File: config.mk
export PLATFORM = sky130hd
export DESIGN_NAME = param_stack
export DESIGN_NICKNAME = d
export VERILOG_FILES = /design/src/rtl/param_stack.sv
export SDC_FILE = /design/constraint.sdc
export NUM_CORES = 1
export LEC_CHECK = 0
export ABC_CLOCK_PERIOD_IN_PS = 3000
export BUFFER_PORTS_ARGS = -buffer_cell sky130_fd_sc_hd__buf_2
export CAP_MARGIN = 20
export CORE_UTILIZATION = 57
export DETAILED_ROUTE_END_ITERATION = 10
export GPL_TIMING_DRIVEN = 0
export PLACE_DENSITY = 0.88
export SYNTH_ARGS = -nofsm -noshare
export SYNTH_HDL_FRONTEND = slang
export SYNTH_SLANG_ARGS = --single-unit
File: constraint.sdc
create_clock -name clk -period 3 [get_ports clk]
set_clock_uncertainty 0.15 [all_clocks]
set_input_delay 0 -clock clk [delete_from_list [all_inputs] [get_ports clk]]
set_output_delay 0 -clock clk [all_outputs]
set_load 0.02 [all_outputs]
File: src/rtl/param_stack.sv
// param_stack: parametrised LIFO with occupancy count, top peek, pop strobe and sticky error flags
module param_stack #(
    parameter int WIDTH = 4,
    parameter int DEPTH = 8,
    localparam int CNT_W = $clog2(DEPTH + 1)
) (
    input  logic             clk,
    input  logic             rst,
    input  logic             push,
    input  logic             pop,
    input  logic [WIDTH-1:0] data_in,
    input  logic             clr_err,
    output logic [WIDTH-1:0] data_out,
    output logic             out_valid,
    output logic [WIDTH-1:0] top,
    output logic [CNT_W-1:0] count,
    output logic             full,
    output logic             empty,
    output logic             overflow,
    output logic             underflow
);
    localparam int AW = $clog2(DEPTH);
    logic [WIDTH-1:0] mem [DEPTH];
    logic [AW-1:0] wr_idx, top_idx;
    logic rep, wr, rd;
    assign full    = count == CNT_W'(DEPTH);
    assign empty   = count == '0;
    assign wr_idx  = AW'(count);
    assign top_idx = AW'(count - CNT_W'(1));
    assign top     = empty ? '0 : mem[top_idx];
    // push&pop on a non-empty stack swaps the top in place; on empty it degrades to a plain push
    assign rep = push & pop & !empty;
    assign wr  = push & !full & !rep;
    assign rd  = pop & !empty;
    always_ff @(posedge clk) begin
        if (!rst && rep) mem[top_idx] <= data_in;
        else if (!rst && wr) mem[wr_idx] <= data_in;
    end
    always_ff @(posedge clk) begin
        if (rst) begin
            count     <= '0;
            data_out  <= '0;
            out_valid <= 1'b0;
            overflow  <= 1'b0;
            underflow <= 1'b0;
        end else begin
            count     <= wr ? count + CNT_W'(1) : (rd && !push) ? count - CNT_W'(1) : count;
            data_out  <= rd ? mem[top_idx] : data_out;
            out_valid <= rd;
            overflow  <= (push & !pop & full) | (overflow & !clr_err);
            underflow <= (pop & empty) | (underflow & !clr_err);
        end
    end
endmodule

==> results by group, run 1 <==
Worst setup path
  – Critical Path Source Type: register
  – Crit Path Max Fanout: 10
  – Worst setup EP type: output pin
  – Arrival time worst endpoint: 2.65 ns
  – Critical path type: register to output pin
  – Worst EP required: 2.85 ns

Synth
  – Synth area leader: edfxtp_1
  – Top area cells in the synthesized netlist: edfxtp_1 47%, dfxtp_1 11%, mux2i_1 7.9%, nand3_1 3.9%, nor2_1 3.9%
  – Netlist cell types: 41
  – Synth cell count leaders: 32 x edfxtp_1, 21 x nor2_1, 16 x mux2i_1, 16 x nand3_1, 11 x dfxtp_1
  – Ys Warns: 0
  – Cells after Synth: 163
  – Syn Area/Cell: 12.5 um2
  – Post-synth EDFFs: 32
  – Register area share after synthesis: 58.0%
  – Post-synth net total: 174
  – Count leader, synth: edfxtp_1
  – Most used flip-flop cell after synthesis: edfxtp_1
  – Flops & latches, synth: 43
  – Synth async-reset ratio: 0%
  – Synth Cell Area: 2040 um2
  – Top cell type's share of synthesized area: 47.2%

Floorplanning
  – Die ar.: 3820 um2
  – I/O pins: 26
  – Core ar.: 3390 um2
  – Initial Util: 60.1%
  – Die Wd: 61.8 um
  – Row Count: 21
  – Chip height: 61.8 um

Pwr
  – Combinational share of power: 51.4%
  – Clock network power share: 13.0%
  – Worst vdd ir: 525 uV
  – Switching pwr: 0.931 mW
  – Flop pwr share: 35.6%
  – Power density over the cells: 900 nW/um2
  – Sw frac: 43.2%
  – Leak pwr: 0.906 nW
  – P_int: 1.22 mW

Worst hold path
  – Hold Crit Class: input pin to register

Clocking
  – Clock Sink Count: 43
  – TritonCTS clock tree: yes
  – Post-CTS setup repair buffer count: 0
  – Clock-pin slew of the registers on the worst-case setup and hold paths: 0.12 ns
  – Num CTS Buffers: 5
  – Worst-Skew Late Latency: 0.36 ns
  – CTS max path bufs: 2
  – H-tree Lvls: 2
  – Clock tree root driver cell: clkbuf_4

Drt
  – Wirelength per Cell: 16.8 um
  – Via/cell ratio: 5.88
  – ANT nets after route: 0
  – DRT Pass-1 Iters: 4
  – DR vias: 1470
  – Routed WL: 4190 um
  – Initial drt markers: 96
  – Remaining DRCs: 0

Run status
  – Status: complete, no violations

Cells and area
  – Fill cell count: 240
  – Fraction of layout cells with a size suffix above 1: 27.9%
  – Multi-input gate area: 807 um2
  – Layout net count: 214
  – Diode count: 0
  – FF/Latch Area: 1180 um2
  – P&R area growth vs syn: 17.5%

Global routing
  – Initial antenna violation count: 0
  – Number of global-route vias before repair: 1317
  – Gr usage total: 23.2%
  – Largest net degree at the start of global routing: 15
  – First-pass GRT wire length: 6060 um
  – Gr ovfl total: 0

STA
  – Slew margin rel.: 54.4%
  – Fin. max-slew vios: 0
  – Total negative setup slack: 0 ns
  – Worst-margin pin slew: 0.676 ns
  – FMAX: 357 MHz
  – Hold Slack: 0.299 ns
  – Final hold viol count: 0
  – Fin crit share: 93.3%
  – Min Tclk post-route: 2.80 ns
  – Final setup viols: 0

Place
  – DP Wirelength: 2940 um
  – Gp weighted congestion: 0.879
  – PortBufs: 25

Flow run
  – Maxcap violations: 0
[state kept, by name (all words and copies together) (netlist names)]
signal / cells
out_valid: 1
overflow: 1
underflow: 1
data_out: 4
count: 4
mem: 32
[metrics by stage]
step | cells | total power [mW] | instance area [um2] | setup slack [ns] | util, %
global placement | 234 | 1.80 | 2220 | 0.129 | 65.5
detailed placement | 234 | 1.84 | 2220 | -0.0787 | 65.5
floorplan | 163 | 1.58 | 2040 | 0.232 | -
global route | 250 | 2.29 | 2390 | -0.00883 | 70.6
CTS | 250 | 2.13 | 2370 | 0.0523 | 70.0
finish | 250 | 2.16 | 2390 | 0.202 | 70.6
[layout make-up]
class	count	area share (%)
flip-flops and latches	43	49.4
multi-input cells	105	33.7
repair buffers	34	8.99
well taps	46	2.40
plain buffers	8	2.14
clock buffers	5	1.57
inverters	6	0.941
clock inverters	3	0.836
[critical path, stage by stage, from the launching register on]
cell and delay, ns:
dfxtp_2 0.45, inv_1 0.11, clkbuf_1 0.24, ha_1 0.33, buf_2 0.14, buf_2 0.27
mux2i_1 0.22, nand3_1 0.11, nand4_1 0.18, nor2_1 0.06, buf_2 0.17
[repair_timing]
action | 4_1_cts | 5_1_grt
hold endpoints to repair | 39 | 0
cloned | 0 | 0
gates resized for setup | 2 | 7
endpoints found under the setup margin | 24 | 32
hold buffers | 9 | 0
[per-layer routing]
layer	vias up	part of all wire [%]	global-route usage [%]
met3	14	5.8	7.04
li1	698	-	-
met1	701	40	27.7
met4	0	3.1	11.4
met2	57	51	38.2
met5	-	0	0
[path summary, 6_finish.rpt]
check               from          end  slack, ns  cells after the start
min reg2reg  data_out[2]  data_out[2]       0.36                      2
max reg2reg     count[0]    mem[2][2]       0.21                      8
max             count[0]       top[1]       0.20                     10
min           data_in[2]    mem[6][2]       0.30                      2
[power by group through the flow]
stage | logic (mW) | registers (mW) | clock network (mW)
floorplan | 0.764 | 0.812 | 0
global placement | 1.03 | 0.764 | 0
detailed placement | 1.07 | 0.772 | 0
CTS | 1.08 | 0.765 | 0.280
global route | 1.21 | 0.775 | 0.305
finish | 1.11 | 0.767 | 0.280
[layout by cell type, fill, tap and decap left out, drive strengths merged, types with 5 or more instances in the layout]
cell type	n
dfxtp	11
nor2	21
mux2i	16
edfxtp	32
inv	6
clkbuf	8
a211oi	5
nor3	5
nor2b	6
dlygate4sd3	9
buf	30
nand3	16
[cells by family (layout without fill, tap and decap cells)]
| family | Yosys count | count (layout) | synth area share [%] |
|---|---|---|---|
| xor gates and xnor gates | 2 | 2 | 0.860 |
| and+or+nand+nor | 58 | 58 | 16.6 |
| adders and majority gates | 2 | 2 | 1.23 |
| muxes | 18 | 18 | 9.15 |
| AOI/OAI and AO/OA | 25 | 25 | 10.4 |
| DFF | 43 | 43 | 58.0 |
| buffers and inverters | 15 | 56 | 3.81 |
(Power assumes the default switching activity.)
==> run 2: changes to the inputs <==
--- a/config.mk
+++ b/config.mk
@@ -8,10 +8,12 @@
 export ABC_CLOCK_PERIOD_IN_PS = 3000
 export BUFFER_PORTS_ARGS = -buffer_cell sky130_fd_sc_hd__buf_2
 export CAP_MARGIN = 20
-export CORE_UTILIZATION = 57
+export CELL_PAD_IN_SITES_DETAIL_PLACEMENT = 1
+export CELL_PAD_IN_SITES_GLOBAL_PLACEMENT = 2
+export CORE_UTILIZATION = 38
 export DETAILED_ROUTE_END_ITERATION = 10
 export GPL_TIMING_DRIVEN = 0
-export PLACE_DENSITY = 0.88
+export PLACE_DENSITY = 0.86
 export SYNTH_ARGS = -nofsm -noshare
 export SYNTH_HDL_FRONTEND = slang
 export SYNTH_SLANG_ARGS = --single-unit
==> run 2 against run 1 <==
Clock-buffer cell count stayed put; wire length rose by 14%; final cell count up 9.6%; critical path depth stayed put; non-clock buffer count unchanged; critical endpoint unchanged.
==> results by group, run 2 (synthesis results as in run 1) <==
Run status
  – Status: complete, no violations

Worst setup path
  – Crit Path Max Fanout: 10
  – Worst path slowest cell: dfxtp_2
  – Worst setup EP type: output pin
  – Critical path type: register to output pin
  – CP most frequent cell: buf_2
  – CP peak stage delay: 0.44 ns
  – Arrival time worst endpoint: 2.65 ns
  – Critical Path Source Type: register
  – Worst EP required: 2.85 ns
  – Worst path cell trace: inv_1, clkbuf_1, ha_1, buf_2, buf_2, mux2i_1, nand3_1, nand4_1, nor2_1, buf_2

Floorplanning
  – Die Wd: 75.2 um
  – Row Count: 26
  – Core ar.: 5140 um2
  – Chip height: 75.2 um
  – I/O pins: 26
  – Die ar.: 5660 um2
  – Initial Util: 39.6%

STA
  – Fin crit share: 93.4%
  – Worst-margin pin slew: 0.708 ns
  – RSZ-0062 raised after global routing: no
  – Slew margin rel.: 52.3%
  – FMAX: 357 MHz
  – Final setup viols: 0
  – Min Tclk post-route: 2.80 ns
  – Fin. max-slew vios: 0
  – Final hold viol count: 0

Drt
  – DRT Pass-1 Iters: 4
  – ANT nets after route: 0
  – Routed WL: 4770 um
  – Wirelength per Cell: 17.4 um
  – DR vias: 1442
  – Remaining DRCs: 0
  – Via/cell ratio: 5.26
  – Initial drt markers: 95

Worst hold path
  – Hold Crit Class: register to register

Pwr
  – Worst vdd ir: 476 uV
  – P_int: 1.39 mW
  – Leak pwr: 0.935 nW
  – Sw frac: 41.0%
  – Power density over the cells: 947 nW/um2
  – Total Power: 2.35 mW
  – Clock network power share: 19.3%
  – Flop pwr share: 32.5%
  – Switching pwr: 0.964 mW
  – Combinational share of power: 48.2%

Cells and area
  – P&R area growth vs syn: 21.8%
  – Layout net count: 214
  – Multi-input gate area: 810 um2
  – Top reg by flops: mem
  – Most frequent cells in the layout: 32 x edfxtp_1, 27 x buf_2, 17 x nor2_1
  – Diode count: 0
  – Cell Count, Final, Fillers Out: 274
  – Fraction of layout cells with a size suffix above 1: 28.9%
  – Largest register FFs: 32
  – FF/Latch Area: 1180 um2
  – Top flop regs: mem x32, count x4, data_out x4
  – Commonest non-fill, non-tap cell in the layout: edfxtp_1
  – Fill cell count: 569

Place
  – Gp weighted congestion: 0.957
  – Inst Count DP: 258
  – PortBufs: 25
  – DP Wirelength: 3540 um

Clocking
  – H-tree Lvls: 2
  – CTS max path bufs: 2
  – Clock-pin slew of the registers on the worst-case setup and hold paths: 0.09 ns
  – Worst-Skew Late Latency: 0.30 ns
  – Clock Sink Count: 43
  – Clock tree root driver cell: clkbuf_8
  – Num CTS Buffers: 5
  – TritonCTS clock tree: yes

Global routing
  – Gr usage total: 18.4%
  – Gr ovfl total: 0
  – Largest net degree at the start of global routing: 15
  – Number of global-route vias before repair: 1498
  – First-pass GRT wire length: 7490 um
  – Initial antenna violation count: 0

Flow run
  – Maxcap violations: 0
run 2: cell count changes in the layout (fill, tap and decap cells not counted):
cell / before / now
clkbuf_4: 5 / 0
clkbuf_8: 0 / 5
bufinv_16: 0 / 1
clkinv_1: 1 / 0
clkinv_2: 0 / 1
clkinvlp_4: 1 / 0
nor2_1: 18 / 17
nor2_2: 3 / 4
run 2: area by class of cell:
class / count / area share (%)
Sequential cell: 43 / 47.7
Multi-Input combinational cell: 105 / 32.6
Timing Repair Buffer: 34 / 8.67
Tap cell: 70 / 3.53
Clock buffer: 5 / 2.77
Buffer: 8 / 2.07
Clock inverter: 3 / 1.77
Inverter: 6 / 0.908
run 2: worst max-delay path: cells and delay by family, from the launching register on:
kind / cells / cell delay (ns)
mux: 1 / 0.30
flops: 1 / 0.44
fa+ha+maj: 1 / 0.35
simple gates: 3 / 0.31
buf+inv: 5 / 0.96
run 2: power groups by stage:
| stage | clock network, mW | logic (mW) | registers [mW] |
|---|---|---|---|
| after floorplan | 0 | 0.764 | 0.812 |
| after global placement | 0 | 1.06 | 0.763 |
| after detailed placement | 0 | 1.10 | 0.771 |
| after CTS | 0.461 | 1.12 | 0.764 |
| after global routing | 0.480 | 1.24 | 0.774 |
| final | 0.452 | 1.13 | 0.764 |
run 2: metal layers:
layer  up-vias  GRT usage, %  routed length (um)
met3         7          2.95                 132
met4         0          6.38                  86
met2        32          32.0                2400
li1        699             -                   -
met1       704          23.4                2150
met5         -             0                   0
run 2: path summary, 6_finish.rpt:
path | start | end | slack [ns] | depth (start not counted)
setup / recovery | count[0] | top[1] | 0.20 | 10
hold reg to reg | data_out[3] | data_out[3] | 0.36 | 2
hold / removal | data_out[3] | data_out[3] | 0.36 | 2
setup reg to reg | count[0] | mem[1][3] | 0.20 | 9
run 2: per-stage QoR:
| stage | util, % | setup WS (ns) | area [um2] | hold WS, ns | TNS, ns |
|---|---|---|---|---|---|
| 2_1_floorplan | - | 0.232 | 2040 | -0.0511 | 0 |
| 3_3_place_gp | 43.8 | 0.0798 | 2250 | 0.143 | 0 |
| 3_5_place_dp | 43.8 | -0.137 | 2250 | 0.167 | -1.39 |
| 4_1_cts | 48.0 | 0.0301 | 2470 | 0.361 | 0 |
| 5_1_grt | 48.3 | 0.0292 | 2480 | 0.412 | 0 |
| 6_report | 48.3 | 0.198 | 2480 | 0.360 | 0 |
run 2: what timing repair did:
| action | 4_1_cts | 5_1_grt |
|---|---|---|
| pin swaps | 0 | 0 |
| resized for setup | 5 | 5 |
| hold buffers | 9 | 0 |
| endpoints found under the setup margin | 32 | 28 |
| hold endpoints to repair | 38 | 0 |
| setup buffers | 0 | 0 |
==> run 3: changes to the inputs <==
--- a/config.mk
+++ b/config.mk
@@ -8,7 +8,7 @@
 export ABC_CLOCK_PERIOD_IN_PS = 3000
 export BUFFER_PORTS_ARGS = -buffer_cell sky130_fd_sc_hd__buf_2
 export CAP_MARGIN = 20
-export CELL_PAD_IN_SITES_DETAIL_PLACEMENT = 1
+export CELL_PAD_IN_SITES_DETAIL_PLACEMENT = 0
 export CELL_PAD_IN_SITES_GLOBAL_PLACEMENT = 2
 export CORE_UTILIZATION = 38
 export DETAILED_ROUTE_END_ITERATION = 10
==> run 3 against run 2 <==
Global-route usage shrank 1.4 points; critical path depth shrank 1; utilization shrank 0.37 points; first-iteration DRC count shrank 8.4%; highest routed layer unchanged.
==> results by group, run 3 (synthesis results as in run 1) <==
Flow run
  – Maxcap violations: 0

Worst setup path
  – Worst path cell trace: inv_1, clkbuf_1, ha_1, buf_6, nand3b_4, inv_2, a21oi_1, o31ai_1, nor2b_1
  – Critical Path Source Type: register
  – CP peak stage delay: 0.39 ns
  – Reg2Reg Launch Point: count[0]
  – Worst path slowest cell: nor2b_1
  – CP top delay family: buffers and inverters
  – Worst EP required: 2.81 ns
  – Crit Path Max Fanout: 10
  – Crit path from: count[0]
  – Worst setup EP type: register
  – Arrival time worst endpoint: 2.61 ns
  – Critical path type: register to register
  – Worst path bufs/invs: 4

Drt
  – Wirelength per Cell: 15.6 um
  – Initial drt markers: 87
  – DR vias: 1396
  – Via/cell ratio: 5.09
  – ANT nets after route: 0
  – DRT Pass-1 Iters: 4
  – Routed WL: 4290 um
  – Remaining DRCs: 0

Cells and area
  – Top flop regs: mem x32, count x4, data_out x4
  – Final Cell Area: 2460 um2
  – Commonest non-fill, non-tap cell in the layout: edfxtp_1
  – Layout net count: 214
  – Utilization after layout: 47.9%
  – P&R area growth vs syn: 20.9%
  – Most frequent cells in the layout: 32 x edfxtp_1, 27 x buf_2, 17 x nor2_1
  – Multi-input gate area: 791 um2
  – FF/Latch Area: 1180 um2
  – Fraction of layout cells with a size suffix above 1: 27.5%
  – Largest register FFs: 32
  – Fill cell count: 486
  – Top reg by flops: mem
  – Diode count: 0

Global routing
  – Gr ovfl total: 0
  – First-pass GRT wire length: 6850 um
  – Gr usage total: 17.1%
  – Largest net degree at the start of global routing: 15
  – Number of global-route vias before repair: 1337
  – Initial antenna violation count: 0

STA
  – Fin crit share: 93.5%
  – Fin. max-slew vios: 0
  – Final hold viol count: 0
  – Worst-margin pin slew: 0.826 ns
  – RSZ-0062 raised after global routing: no
  – FMAX: 357 MHz
  – Setup WS post-layout: 0.195 ns
  – Slew margin rel.: 44.3%
  – Total negative setup slack: 0 ns
  – Final setup viols: 0
  – Min Tclk post-route: 2.80 ns

Place
  – Area post-placement: 2250 um2
  – Worst slack at placement: 0.0166 ns
  – Gp weighted congestion: 0.957
  – PortBufs: 25
  – DP Wirelength: 3140 um

Floorplanning
  – Initial Util: 39.6%
  – I/O pins: 26
  – Core ar.: 5140 um2
  – Chip height: 75.2 um
  – Die ar.: 5660 um2
  – Row Count: 26
  – Die Wd: 75.2 um

Pwr
  – Worst vdd ir: 401 uV
  – Total Power: 2.30 mW
  – Leak pwr: 0.929 nW
  – Power density over the cells: 932 nW/um2

Clocking
  – Clock-pin slew of the registers on the worst-case setup and hold paths: 0.09 ns
  – Clock tree root driver cell: clkbuf_8
  – TritonCTS clock tree: yes
  – Clock Sink Count: 43
  – Worst-Skew Late Latency: 0.29 ns
  – H-tree Lvls: 2
  – Num CTS Buffers: 5
  – CTS max path bufs: 2

Run status
  – Status: complete, no violations

Worst hold path
  – Hold Crit Class: register to register
  – Hold Startpoint: data_out[3]
[run 3: cell counts in the layout (fill, tap and decap cells not counted)]
Identical to the previous run, type by type.
[run 3: report_power, final]
group	internal (mW)	total [mW]	switching (mW)
registers	0.709	0.761	0.0516
logic	0.416	1.08	0.669
clock network	0.248	0.450	0.202
total	1.37	2.30	0.922
[run 3: cell type report]
| class | count | share of cell area [%] |
|---|---|---|
| buffer | 8 | 2.08 |
| clock buffer | 5 | 2.79 |
| clock inverter | 3 | 1.78 |
| inverter | 6 | 0.915 |
| multi-input combinational | 105 | 32.1 |
| sequential | 43 | 48.0 |
| tap | 70 | 3.56 |
| timing repair buffer | 34 | 8.74 |
[run 3: final timing paths]
path | endpoint | cells after the start | slack (ns)
worst max-delay path | mem[3][1] | 9 | 0.20
worst min-delay path | data_out[3] | 2 | 0.35
worst max register to register | mem[3][1] | 9 | 0.20
worst min register to register | data_out[3] | 2 | 0.35
[run 3: stage by stage]
step / hold WS (ns) / std cells
5_1_grt: 0.379 / 274
3_3_place_gp: 0.143 / 258
4_1_cts: 0.350 / 275
6_report: 0.349 / 274
3_5_place_dp: 0.161 / 258
2_1_floorplan: -0.0511 / 163
[run 3: worst reg2reg max path, cell delays in order (launching register included)]
cell,delay [ns]
dfxtp_2,0.38
inv_1,0.14
clkbuf_1,0.34
ha_1,0.24
buf_6,0.16
nand3b_4,0.10
inv_2,0.15
a21oi_1,0.09
o31ai_1,0.33
nor2b_1,0.39
[run 3: metal layers]
layer,track usage (%),part of all wire (%),vias to the layer above
met5,0,0,-
met4,7.20,1.7,0
met3,4.55,3.8,7
met2,27.0,47,39
met1,22.3,48,656
li1,-,-,694
[run 3: timing repair]
action	4_1_cts	5_1_grt
hold buffers	9	0
endpoints found under the setup margin	0	36
gates resized for setup	0	6
hold endpoints to repair	38	0
buffers inserted	0	0
